$ cat config.mk
export PLATFORM = sky130hd
export DESIGN_NAME = gaussian_conv3x3_rgb
export DESIGN_NICKNAME = d
export VERILOG_FILES = /design/src/rtl/gaussian_conv3x3_rgb.sv
export SDC_FILE = /design/constraint.sdc
export NUM_CORES = 1
export LEC_CHECK = 0
export ABC_AREA = 1
export CORE_UTILIZATION = 50
export DETAILED_ROUTE_END_ITERATION = 8
export PLACE_DENSITY_LB_ADDON = 0.3
export SYNTH_ARGS = -nofsm -noshare
export SYNTH_HDL_FRONTEND = slang
export SYNTH_SLANG_ARGS = --single-unit
$ cat constraint.sdc
create_clock -name clk -period 4.43 [get_ports clk]
set_input_delay 1.329 -clock clk [delete_from_list [all_inputs] [get_ports clk]]
set_output_delay 1.329 -clock clk [all_outputs]
set_load 0.02 [all_outputs]
$ cat src/rtl/gaussian_conv3x3_rgb.sv
// 3x3 Gaussian filter ([1 2 1; 2 4 2; 1 2 1] / 16) on an RGB window.
// A rising edge of start_conv captures the window; the filtered pixel
// leaves a 3-stage pipeline three cycles later. pix_cnt and frame_done
// track the pixel position within a frame of NUM_WINDOWS pixels.
module gaussian_conv3x3_rgb #(
  parameter int unsigned NUM_WINDOWS = 1024,
  parameter int unsigned ROUND_EN    = 1
) (
  input  logic        clk,
  input  logic        rst,
  input  logic        start_conv,
  input  logic [7:0]  R_window00,
  input  logic [7:0]  R_window01,
  input  logic [7:0]  R_window02,
  input  logic [7:0]  R_window10,
  input  logic [7:0]  R_window11,
  input  logic [7:0]  R_window12,
  input  logic [7:0]  R_window20,
  input  logic [7:0]  R_window21,
  input  logic [7:0]  R_window22,
  input  logic [7:0]  G_window00,
  input  logic [7:0]  G_window01,
  input  logic [7:0]  G_window02,
  input  logic [7:0]  G_window10,
  input  logic [7:0]  G_window11,
  input  logic [7:0]  G_window12,
  input  logic [7:0]  G_window20,
  input  logic [7:0]  G_window21,
  input  logic [7:0]  G_window22,
  input  logic [7:0]  B_window00,
  input  logic [7:0]  B_window01,
  input  logic [7:0]  B_window02,
  input  logic [7:0]  B_window10,
  input  logic [7:0]  B_window11,
  input  logic [7:0]  B_window12,
  input  logic [7:0]  B_window20,
  input  logic [7:0]  B_window21,
  input  logic [7:0]  B_window22,
  output logic [23:0] dout,
  output logic        dout_valid,
  output logic [15:0] pix_cnt,
  output logic        frame_done
);

  if (NUM_WINDOWS < 1 || NUM_WINDOWS > 65535) begin : g_bad_num_windows
    $error("NUM_WINDOWS must lie in 1..65535");
  end

  localparam logic [15:0] LAST_IDX = 16'(NUM_WINDOWS - 1);
  localparam logic [12:0] RND      = (ROUND_EN != 0) ? 13'd8 : 13'd0;

  // Window regrouped as [channel][row][col]; channel 0=R, 1=G, 2=B.
  logic [2:0][2:0][2:0][7:0] win;

  assign win[0][0] = {R_window02, R_window01, R_window00};
  assign win[0][1] = {R_window12, R_window11, R_window10};
  assign win[0][2] = {R_window22, R_window21, R_window20};
  assign win[1][0] = {G_window02, G_window01, G_window00};
  assign win[1][1] = {G_window12, G_window11, G_window10};
  assign win[1][2] = {G_window22, G_window21, G_window20};
  assign win[2][0] = {B_window02, B_window01, B_window00};
  assign win[2][1] = {B_window12, B_window11, B_window10};
  assign win[2][2] = {B_window22, B_window21, B_window20};

  // Trigger detection
  logic start_d;
  logic fire;

  // Pipeline state
  logic [2:0][2:0][9:0] rowsum_q;
  logic                 valid1;
  logic [2:0][11:0]     total_q;
  logic                 valid2;

  // Combinational stage results
  logic [2:0][2:0][9:0] rowsum_d;
  logic [2:0][11:0]     total_d;
  logic [2:0][12:0]     res;

  // Frame position of the next pixel to be emitted
  logic [15:0] next_idx;

  assign fire = start_conv & ~start_d;

  // Remember the previous start_conv level so a held level fires once.
  always_ff @(posedge clk) begin
    if (rst) begin
      start_d <= 1'b0;
    end else begin
      start_d <= start_conv;
    end
  end

  // Separable kernel: horizontal [1 2 1] per row, then vertical [1 2 1],
  // then the rounding shift; each step feeds the next pipeline register.
  always_comb begin
    rowsum_d = '0;
    total_d  = '0;
    res      = '0;
    for (int unsigned c = 0; c < 3; c++) begin
      for (int unsigned r = 0; r < 3; r++) begin
        rowsum_d[c][r] = {2'b00, win[c][r][0]}
                       + {1'b0, win[c][r][1], 1'b0}
                       + {2'b00, win[c][r][2]};
      end
      total_d[c] = {2'b00, rowsum_q[c][0]}
                 + {1'b0, rowsum_q[c][1], 1'b0}
                 + {2'b00, rowsum_q[c][2]};
      res[c] = ({1'b0, total_q[c]} + RND) >> 4;
    end
  end

  // Stage 1: capture row sums of the window present on fire.
  always_ff @(posedge clk) begin
    if (rst) begin
      rowsum_q <= '0;
      valid1   <= 1'b0;
    end else begin
      valid1 <= fire;
      if (fire) begin
        rowsum_q <= rowsum_d;
      end
    end
  end

  // Stage 2: weighted column sum of the three row sums.
  always_ff @(posedge clk) begin
    if (rst) begin
      total_q <= '0;
      valid2  <= 1'b0;
    end else begin
      valid2 <= valid1;
      if (valid1) begin
        total_q <= total_d;
      end
    end
  end

  // Stage 3: normalised pixel; dout holds between strobes.
  always_ff @(posedge clk) begin
    if (rst) begin
      dout       <= '0;
      dout_valid <= 1'b0;
    end else begin
      dout_valid <= valid2;
      if (valid2) begin
        dout <= {res[0][7:0], res[1][7:0], res[2][7:0]};
      end
    end
  end

  // Frame position: label each emitted pixel and flag the last one.
  always_ff @(posedge clk) begin
    if (rst) begin
      next_idx   <= '0;
      pix_cnt    <= '0;
      frame_done <= 1'b0;
    end else if (valid2) begin
      pix_cnt    <= next_idx;
      frame_done <= (next_idx == LAST_IDX);
      next_idx   <= (next_idx == LAST_IDX) ? '0 : next_idx + 16'd1;
    end else begin
      frame_done <= 1'b0;
    end
  end

  // The kernel weights sum to 16, so the shifted result always fits 8 bits.
  always_ff @(posedge clk) begin
    if (!rst && valid2) begin
      for (int unsigned c = 0; c < 3; c++) begin
        assert (res[c] <= 13'd255);
      end
    end
  end

endmodule
### After elaboration in Yosys (flattened, before gate mapping)

Cells that the tools add are included.
W data, S select, Z words.

* register bits: 187
* latch bits: 0
* bits in writable memories: 0
* memory bits (read-only): 0
* input bits: 219
* output and inout bits: 42
* memories kept: 0

* add/subtract/negate cells: 28
* $mul: 0
* div/mod/pow operators: 0
* order comparisons: 0
* equal/unequal tests: 1
* shift operators: 0
* mux-type cells: 1
* bitwise gates (word level): 3
* reduce and logical (&&, ||, !) cells: 1

Operators by type and width (count)
* $add A10 B8 Y10: 9
* $add A8 B9 Y10: 9
* $add A10 B11 Y12: 3
* $add A12 B10 Y12: 3
* $add A12 B4 Y12 const B: 3
* $add A16 B1 Y16 const B: 1
* $eq A16 B10 Y1 const B: 1
* $mux W16: 1
* $not A1 Y1: 2
* $reduce_or A2 Y1: 1
* $and A1 B1 Y1: 1

### Depth between registers and ports, before layout

Gate-level depths: netlist of run 1.

* word-level depth: 2
* gate-level depth with buffers: 15
* gate-level depth less buffers: 15

### Worst setup path after synthesis of run 1

OpenSTA, ideal clock, no wires.

* path type: input port to flip-flop
* from: input port G_window10[1]
* to: register rowsum_q[45] (netlist name)
* data arrival time: 3.034 ns
* setup slack: 1.287 ns
* stages on the path: 10
* buffers on the path: 0
* path through: inv_1 -> fa_1 -> inv_1 -> ha_1 -> fa_1 -> a31oi_1 -> xor2_1 -> nand2_1 -> nand2_1 -> inv_1

* cells in the longest elaborated chain, start to end: 2

RTL lines
* from (decl): line 24 `input logic [7:0] G_window10,`
* $add A8 B9 Y10: line 103 `+ {1'b0, win[c][r][1], 1'b0}`
* $add A10 B8 Y10: line 104 `+ {2'b00, win[c][r][2]};`
* to (signal assigned): line 121 `rowsum_q <= rowsum_d;`
* to (decl): line 70 `logic [2:0][2:0][9:0] rowsum_q;`

Every way passes these cells.
A chain may end at the register's enable or synchronous reset.

### Worst setup path in the final report of run 1

* from: input port B_window10[1]
* to: register rowsum_q[77] (netlist name)

* cells in the longest elaborated chain, start to end: 2

RTL lines
* from (decl): line 33 `input logic [7:0] B_window10,`
* $add A8 B9 Y10: line 103
* $add A10 B8 Y10: line 104

Every way passes these cells.

==> results of run 1 <==
==> final cells by class <==
class | instances | area, um^2 | share of cell area
clock inverter | 15 | 162.7 | 0.009814
multi-input combinational | 1263 | 8489 | 0.5122
clock buffer | 17 | 425.4 | 0.02567
tap | 330 | 412.9 | 0.02491
timing repair buffer | 268 | 2670 | 0.1611
inverter | 226 | 848.3 | 0.05119
sequential | 178 | 3565 | 0.2151
==> worst paths after layout <==
kind	from	slack [ps]	end
setup / recovery	B_window10[1]	1090	rowsum_q[77]
hold / removal	pix_cnt[12]	470	pix_cnt[12]
setup reg to reg	rowsum_q[22]	2270	total_q[9]
hold reg to reg	pix_cnt[12]	470	pix_cnt[12]
==> stage by stage <==
step / std cells / setup WS (ps) / utilization
global placement: 2265 / 724.8 / 0.6276
finish: 2297 / 1089 / 0.6507
global route: 2297 / 954.1 / 0.6507
floorplan: 1719 / 1287 / -
CTS: 2297 / 1116 / 0.6507
detailed placement: 2265 / 662.0 / 0.6276
==> metal layers <==
| metal | up-vias | track usage | share of wire |
|---|---|---|---|
| met2 | 261 | 0.4027 | 0.48 |
| met4 | 0 | 0.05177 | 0.010 |
| li1 | 6079 | - | - |
| met1 | 5483 | 0.3171 | 0.47 |
| met3 | 28 | 0.02929 | 0.045 |
| met5 | - | 0 | 0 |
==> power groups by stage <==
| stage | clock, mW | sequential [mW] | combinational (mW) |
|---|---|---|---|
| global placement | 0 | 1.88 | 1.92 |
| finish | 1.50 | 1.85 | 1.98 |
| detailed placement | 0 | 1.88 | 1.96 |
| CTS | 1.53 | 1.85 | 1.98 |
| global route | 1.60 | 1.86 | 2.26 |
| floorplan | 0 | 1.86 | 1.36 |
==> cell usage after synthesis (all sizes together) <==
cell type / n / area, um^2
a211oi: 2 / 15.01
a21boi: 7 / 52.55
a21o: 23 / 172.7
a21oi: 101 / 505.5
a31oi: 26 / 162.7
and3: 1 / 6.260
buf: 20 / 96.35
clkbuf: 32 / 121.4
clkinv: 2 / 7.510
dfxtp: 178 / 3563
fa: 99 / 1982
ha: 112 / 1401
inv: 224 / 840.8
nand2: 250 / 945.9
nand3: 99 / 495.5
nand4: 45 / 281.5
nor2: 271 / 1040
nor3: 11 / 66.32
nor3b: 1 / 7.510
o211a: 1 / 10.01
o211ai: 12 / 90.09
o21a: 2 / 15.01
o21ai: 139 / 706.9
o21bai: 1 / 7.510
xnor2: 14 / 122.6
xor2: 46 / 402.9
==> cells by family after synthesis <==
| family | share of synthesized area |
|---|---|
| XOR/XNOR | 0.04006 |
| AO/OA/AOI/OAI | 0.1325 |
| AND/OR/NAND/NOR | 0.2167 |
| buffers and inverters | 0.08126 |
| adder cells (fa/ha/maj) | 0.2579 |
| flip-flops | 0.2716 |
==> sequential cells by signal, indices dropped and copies added, names as in the netlist <==
name        flops
frame_done      1
rowsum_q       90
total_q        27
next_idx       16
valid2          1
start_d         1
dout           24
valid1          1
pix_cnt        16
dout_valid      1
==> critical path: stages <==
cell             delay (ps)
clkdlybuf4s50_1         450
inv_1                    50
fa_1                    540
inv_1                    40
ha_1                    240
fa_1                    440
nand4_1                 150
nand3_1                 110
nand2_1                  90
nand3_1                  60
o211ai_1                110
inv_1                    50
==> reports/qor.log, run 1 <==
[clock_tree] CTS Root Cell clkbuf_16
[yosys] Synthesized Nets 2149
[clock_tree] clock tree from TritonCTS yes
[worst_setup_path] highest net fanout along the worst path 3
[yosys] yosys warns 0
[timing] number of max-slew violations in the final report 0
[clock_tree] # Post-CTS Setup Buffers 0
[worst_hold_path] kind of path behind the tightest hold check register to register
[clock_tree] Post-CTS Hold Fix Bufs 0
[timing] measured slew at the worst slew-check pin 960.8 ps
[outcome] outcome completed
[final_layout] share of post-route cells with drive strength above 1 0.02694
[global_route] remaining global-route overflow 0
[timing] Achievable Freq 299.3 MHz
[final_layout] commonest non-fill, non-tap cell in the layout nor2_1
[timing] Final min period 3341 ps
[route] WL per Instance 13.29 um
[route] average via count per standard cell 5.159
[floorplan] initial core utilization 0.5150
[clock_tree] maximum root-to-sink buffer count 2
[placement] placed instance area 0.01599 mm^2
[route] antenna violation net count after detailed routing 0
[floorplan] row count 58
[yosys] mapped cell area 0.01312 mm^2
[timing] number of endpoints with negative hold slack in the final report 0
[yosys] count of distinct cell types in the synthesized netlist 35
[worst_setup_path] endpoint kind of the worst setup timing path register
[timing] worst slew margin relative to its limit 0.3594
[power] switching power of the nets 1.917 mW
[route] WL final 30530 um
[global_route] initial antenna violation count 0
[final_layout] total of fill cells in the finished design 2188
[yosys] fraction of the yosys area taken by sequential cells 0.2716
[worst_setup_path] Required @ worst endpoint 4750 ps
[floorplan] Die Outline Area 0.02689 mm^2
[flow_run] # Max-Cap Violations 0
[placement] port buffer count 260
[worst_setup_path] category of the most critical setup path input port to register
[yosys] Syn Area/Cell 7.632 um^2
[floorplan] Core Area 0.02547 mm^2
[global_route] overall fraction of global-route tracks in use 0.2356
[final_layout] post-route cell area 0.01657 mm^2
[clock_tree] clock latency on the worst-skew pair 420 ps
[floorplan] width of the die 164.0 um
[power] pwr dens 321.5 mW/mm^2
[route] DRC violation count after routing 0
[global_route] number of global-route vias before repair 11508
[timing] Setup Skew 11.40 ps
[timing] Fin Hold WS 465.3 ps
[power] Comb pwr share 0.371
[global_route] pin count of the biggest net entering global routing 136
[route] via count 11851
[floorplan] chip height 164.0 um
[placement] final weighted congestion in routability-driven placement 0.8915
[final_layout] Layout Area Growth over Synthesis 26.33%
[final_layout] highest-count cells in the layout ignoring fill and taps nor2_1, clkdlybuf4s50_1, nand2_1
[power] largest vdd supply drop 327.2 uV
[power] share of total power in the clock network 0.282
[power] cell-internal power 3.412 mW
[floorplan] # IOs 261
[clock_tree] clock buffers created by TritonCTS 17
[power] total leakage power 7.946 nW
[worst_setup_path] R2R depth 13
[clock_tree] sink count of the clock tree 178
[timing] Post-Route Setup TNS 0 ps
[power] power consumption 5.329 mW
[placement] half-perimeter wire length after detailed placement 24190 um
[worst_setup_path] data arrival at the endpoint of the critical path 3660 ps
[clock_tree] number of H-tree branching levels 4
[timing] RSZ-0062 raised after global routing false
[power] net switching fraction of the power 0.3597
[clock_tree] Clock transition at path regs 70 ps
[worst_setup_path] CP startpoint kind input port
[global_route] first-pass GRT wire length 51980 um
[clock_tree] post-cts resize count 0
[yosys] number of synthesized register bits 178
[yosys] cell count after synthesis 1719
[route] detailed-routing iteration count for the pre-antenna-repair pass 5
[power] part of the total power dissipated in sequential elements 0.347
[timing] period utilization 0.7542
[timing] endpoints failing setup 0
[final_layout] diode insertion count for antenna repair 0
[route] number of DRC markers after the initial detailed-route iteration 771
[final_layout] number of nets in the final layout 2384
[worst_hold_path] hold path depth 2
(Power assumes the default switching activity.)
==> run 2: changes to the inputs <==
==> constraint.sdc (replaced) <==
create_clock -name clk -period 3.44 [get_ports clk]
set_input_delay 1.032 -clock clk [delete_from_list [all_inputs] [get_ports clk]]
set_output_delay 1.032 -clock clk [all_outputs]
set_load 0.02 [all_outputs]
==> run 2 against run 1 <==
Cell area barely moved. Die area is the same. Via count rose by 0.24%. Wire length up 1.6%. Non-clock buffer count rose by 1. Sequential cell count did not move. Highest routed layer unchanged. Clock-buffer cell count unchanged. Critical path type unchanged. Clock skew decreased by 2.0 ps.
==> reports/qor.log, run 2 (synthesized netlist as in run 1, its figures left out) <==
[final_layout] registers with the highest flip-flop counts rowsum_q x90, total_q x27, dout x24
[clock_tree] maximum root-to-sink buffer count 2
[route] DRC violation count after routing 0
[power] part of the total power dissipated in sequential elements 0.346
[power] Comb pwr share 0.373
[clock_tree] CTS Root Cell clkbuf_16
[power] power consumption 6.876 mW
[power] cell-internal power 4.448 mW
[worst_setup_path] most frequent CP cell inv_1
[timing] RSZ-0062 raised after global routing false
[timing] Setup Skew 9.370 ps
[route] WL per Instance 13.50 um
[floorplan] Die Outline Area 0.02689 mm^2
[worst_setup_path] highest net fanout along the worst path 3
[final_layout] highest-count cells in the layout ignoring fill and taps nor2_1, clkdlybuf4s50_1, nand2_1
[route] detailed-routing iteration count for the pre-antenna-repair pass 7
[worst_setup_path] cell family with the largest share of critical-path delay adder cells
[power] share of total power in the clock network 0.281
[timing] Achievable Freq 329.6 MHz
[final_layout] share of post-route cells with drive strength above 1 0.02694
[clock_tree] clock latency on the worst-skew pair 430 ps
[final_layout] register with the most flip-flops rowsum_q
[worst_setup_path] Required @ worst endpoint 3770 ps
[worst_setup_path] ordered cell list for the critical path clkdlybuf4s50_1 > inv_1 > fa_1 > inv_1 > ha_1 > fa_1 > nand4_1 > nand3_1 > nand2_1 > nand3_1 > o211ai_1 > inv_1
[timing] number of max-slew violations in the final report 0
[timing] period utilization 0.8819
[global_route] number of global-route vias before repair 11335
[timing] worst slew margin relative to its limit 0.3466
[power] pwr dens 414.6 mW/mm^2
[worst_setup_path] number of buffers and inverters on the critical path 4
[final_layout] Layout Area Growth over Synthesis 26.41%
[power] switching power of the nets 2.428 mW
[worst_setup_path] category of the most critical setup path input port to register
[final_layout] commonest non-fill, non-tap cell in the layout nor2_1
[clock_tree] clock buffers created by TritonCTS 17
[clock_tree] # Post-CTS Setup Buffers 0
[clock_tree] sink count of the clock tree 178
[floorplan] width of the die 164.0 um
[global_route] remaining global-route overflow 0
[clock_tree] clock tree from TritonCTS yes
[worst_setup_path] Slowest-stage cell, CP fa_1
[placement] port buffer count 260
[global_route] pin count of the biggest net entering global routing 112
[worst_setup_path] endpoint kind of the worst setup timing path register
[flow_run] # Max-Cap Violations 0
[floorplan] chip height 164.0 um
[floorplan] # IOs 261
[floorplan] row count 58
[placement] DP Worst Slack -42.99 ps
[clock_tree] Clock transition at path regs 70 ps
[floorplan] Core Area 0.02547 mm^2
[timing] Final min period 3034 ps
[route] WL final 31010 um
[route] via count 11879
[route] average via count per standard cell 5.172
[worst_setup_path] data arrival at the endpoint of the critical path 3360 ps
[clock_tree] number of H-tree branching levels 4
[route] number of DRC markers after the initial detailed-route iteration 744
[timing] measured slew at the worst slew-check pin 980.1 ps
[final_layout] number of nets in the final layout 2385
[outcome] outcome completed
[placement] final weighted congestion in routability-driven placement 0.8776
[placement] half-perimeter wire length after detailed placement 24430 um
[global_route] first-pass GRT wire length 51790 um
[final_layout] max reg flops 90
[global_route] overall fraction of global-route tracks in use 0.2363
[clock_tree] Post-CTS Hold Fix Bufs 0
[worst_setup_path] CP startpoint kind input port
[final_layout] diode insertion count for antenna repair 0
[worst_setup_path] highest cell delay on the worst timing path 520 ps
[clock_tree] post-cts resize count 0
[worst_hold_path] kind of path behind the tightest hold check register to register
[floorplan] initial core utilization 0.5150
[global_route] initial antenna violation count 0
[power] total leakage power 7.965 nW
[timing] number of endpoints with negative hold slack in the final report 0
[route] antenna violation net count after detailed routing 0
[power] net switching fraction of the power 0.3531
[power] largest vdd supply drop 450.4 uV
[timing] endpoints failing setup 0
[timing] min setup slack post-route 406.1 ps
[run 2: per-layer routing]
layer / vias up / part of all wire / track usage
met1: 5457 / 0.47 / 0.3161
met4: 0 / 0.012 / 0.05387
li1: 6083 / - / -
met2: 303 / 0.47 / 0.4025
met3: 36 / 0.047 / 0.03359
met5: - / 0 / 0
[run 2: final cells by class]
type	count	area, um^2
Fill cell	2183	8889
Multi-Input combinational cell	1263	8489
Sequential cell	178	3565
Timing Repair Buffer	269	2690
Inverter	226	848.3
Clock buffer	17	425.4
Tap cell	330	412.9
Clock inverter	14	152.6
[run 2: worst reg2reg max path: stages, from the launching register on]
cell and delay (ps):
dfxtp_1 400, fa_1 450, ha_1 310, inv_1 40
nor2_1 80, nand2_1 50, nand2_1 130, nand2_1 70
nand2_1 110, nand2_1 100, nand3_1 90, nand2_1 50
nor2_1 140, nor2_1 50
[run 2: power by group through the flow]
stage | clock network [mW] | registers (mW) | logic, mW
finish | 1.94 | 2.38 | 2.56
detailed placement | 0 | 2.42 | 2.54
floorplan | 0 | 2.39 | 1.75
CTS | 1.97 | 2.38 | 2.56
global route | 2.05 | 2.40 | 2.93
global placement | 0 | 2.42 | 2.48
[run 2: metrics by stage]
stage	instance area, um^2	hold slack, ps	util	std cells	setup TNS (ps)
final	16580	469.8	0.6510	2297	0
after CTS	16580	473.8	0.6510	2297	0
after global routing	16580	489.9	0.6510	2297	0
after floorplan	13120	447.3	-	1719	0
after detailed placement	16010	464.7	0.6284	2266	-51.33
after global placement	16010	451.8	0.6284	2266	0
[run 2: final timing paths]
check,from,end,slack (ps),cells past startpoint
worst min-delay path,rowsum_q[81],rowsum_q[81],470,2
worst min register to register,rowsum_q[81],rowsum_q[81],470,2
worst max-delay path,B_window00[1],rowsum_q[67],410,12
worst max register to register,rowsum_q[41],total_q[21],1280,13
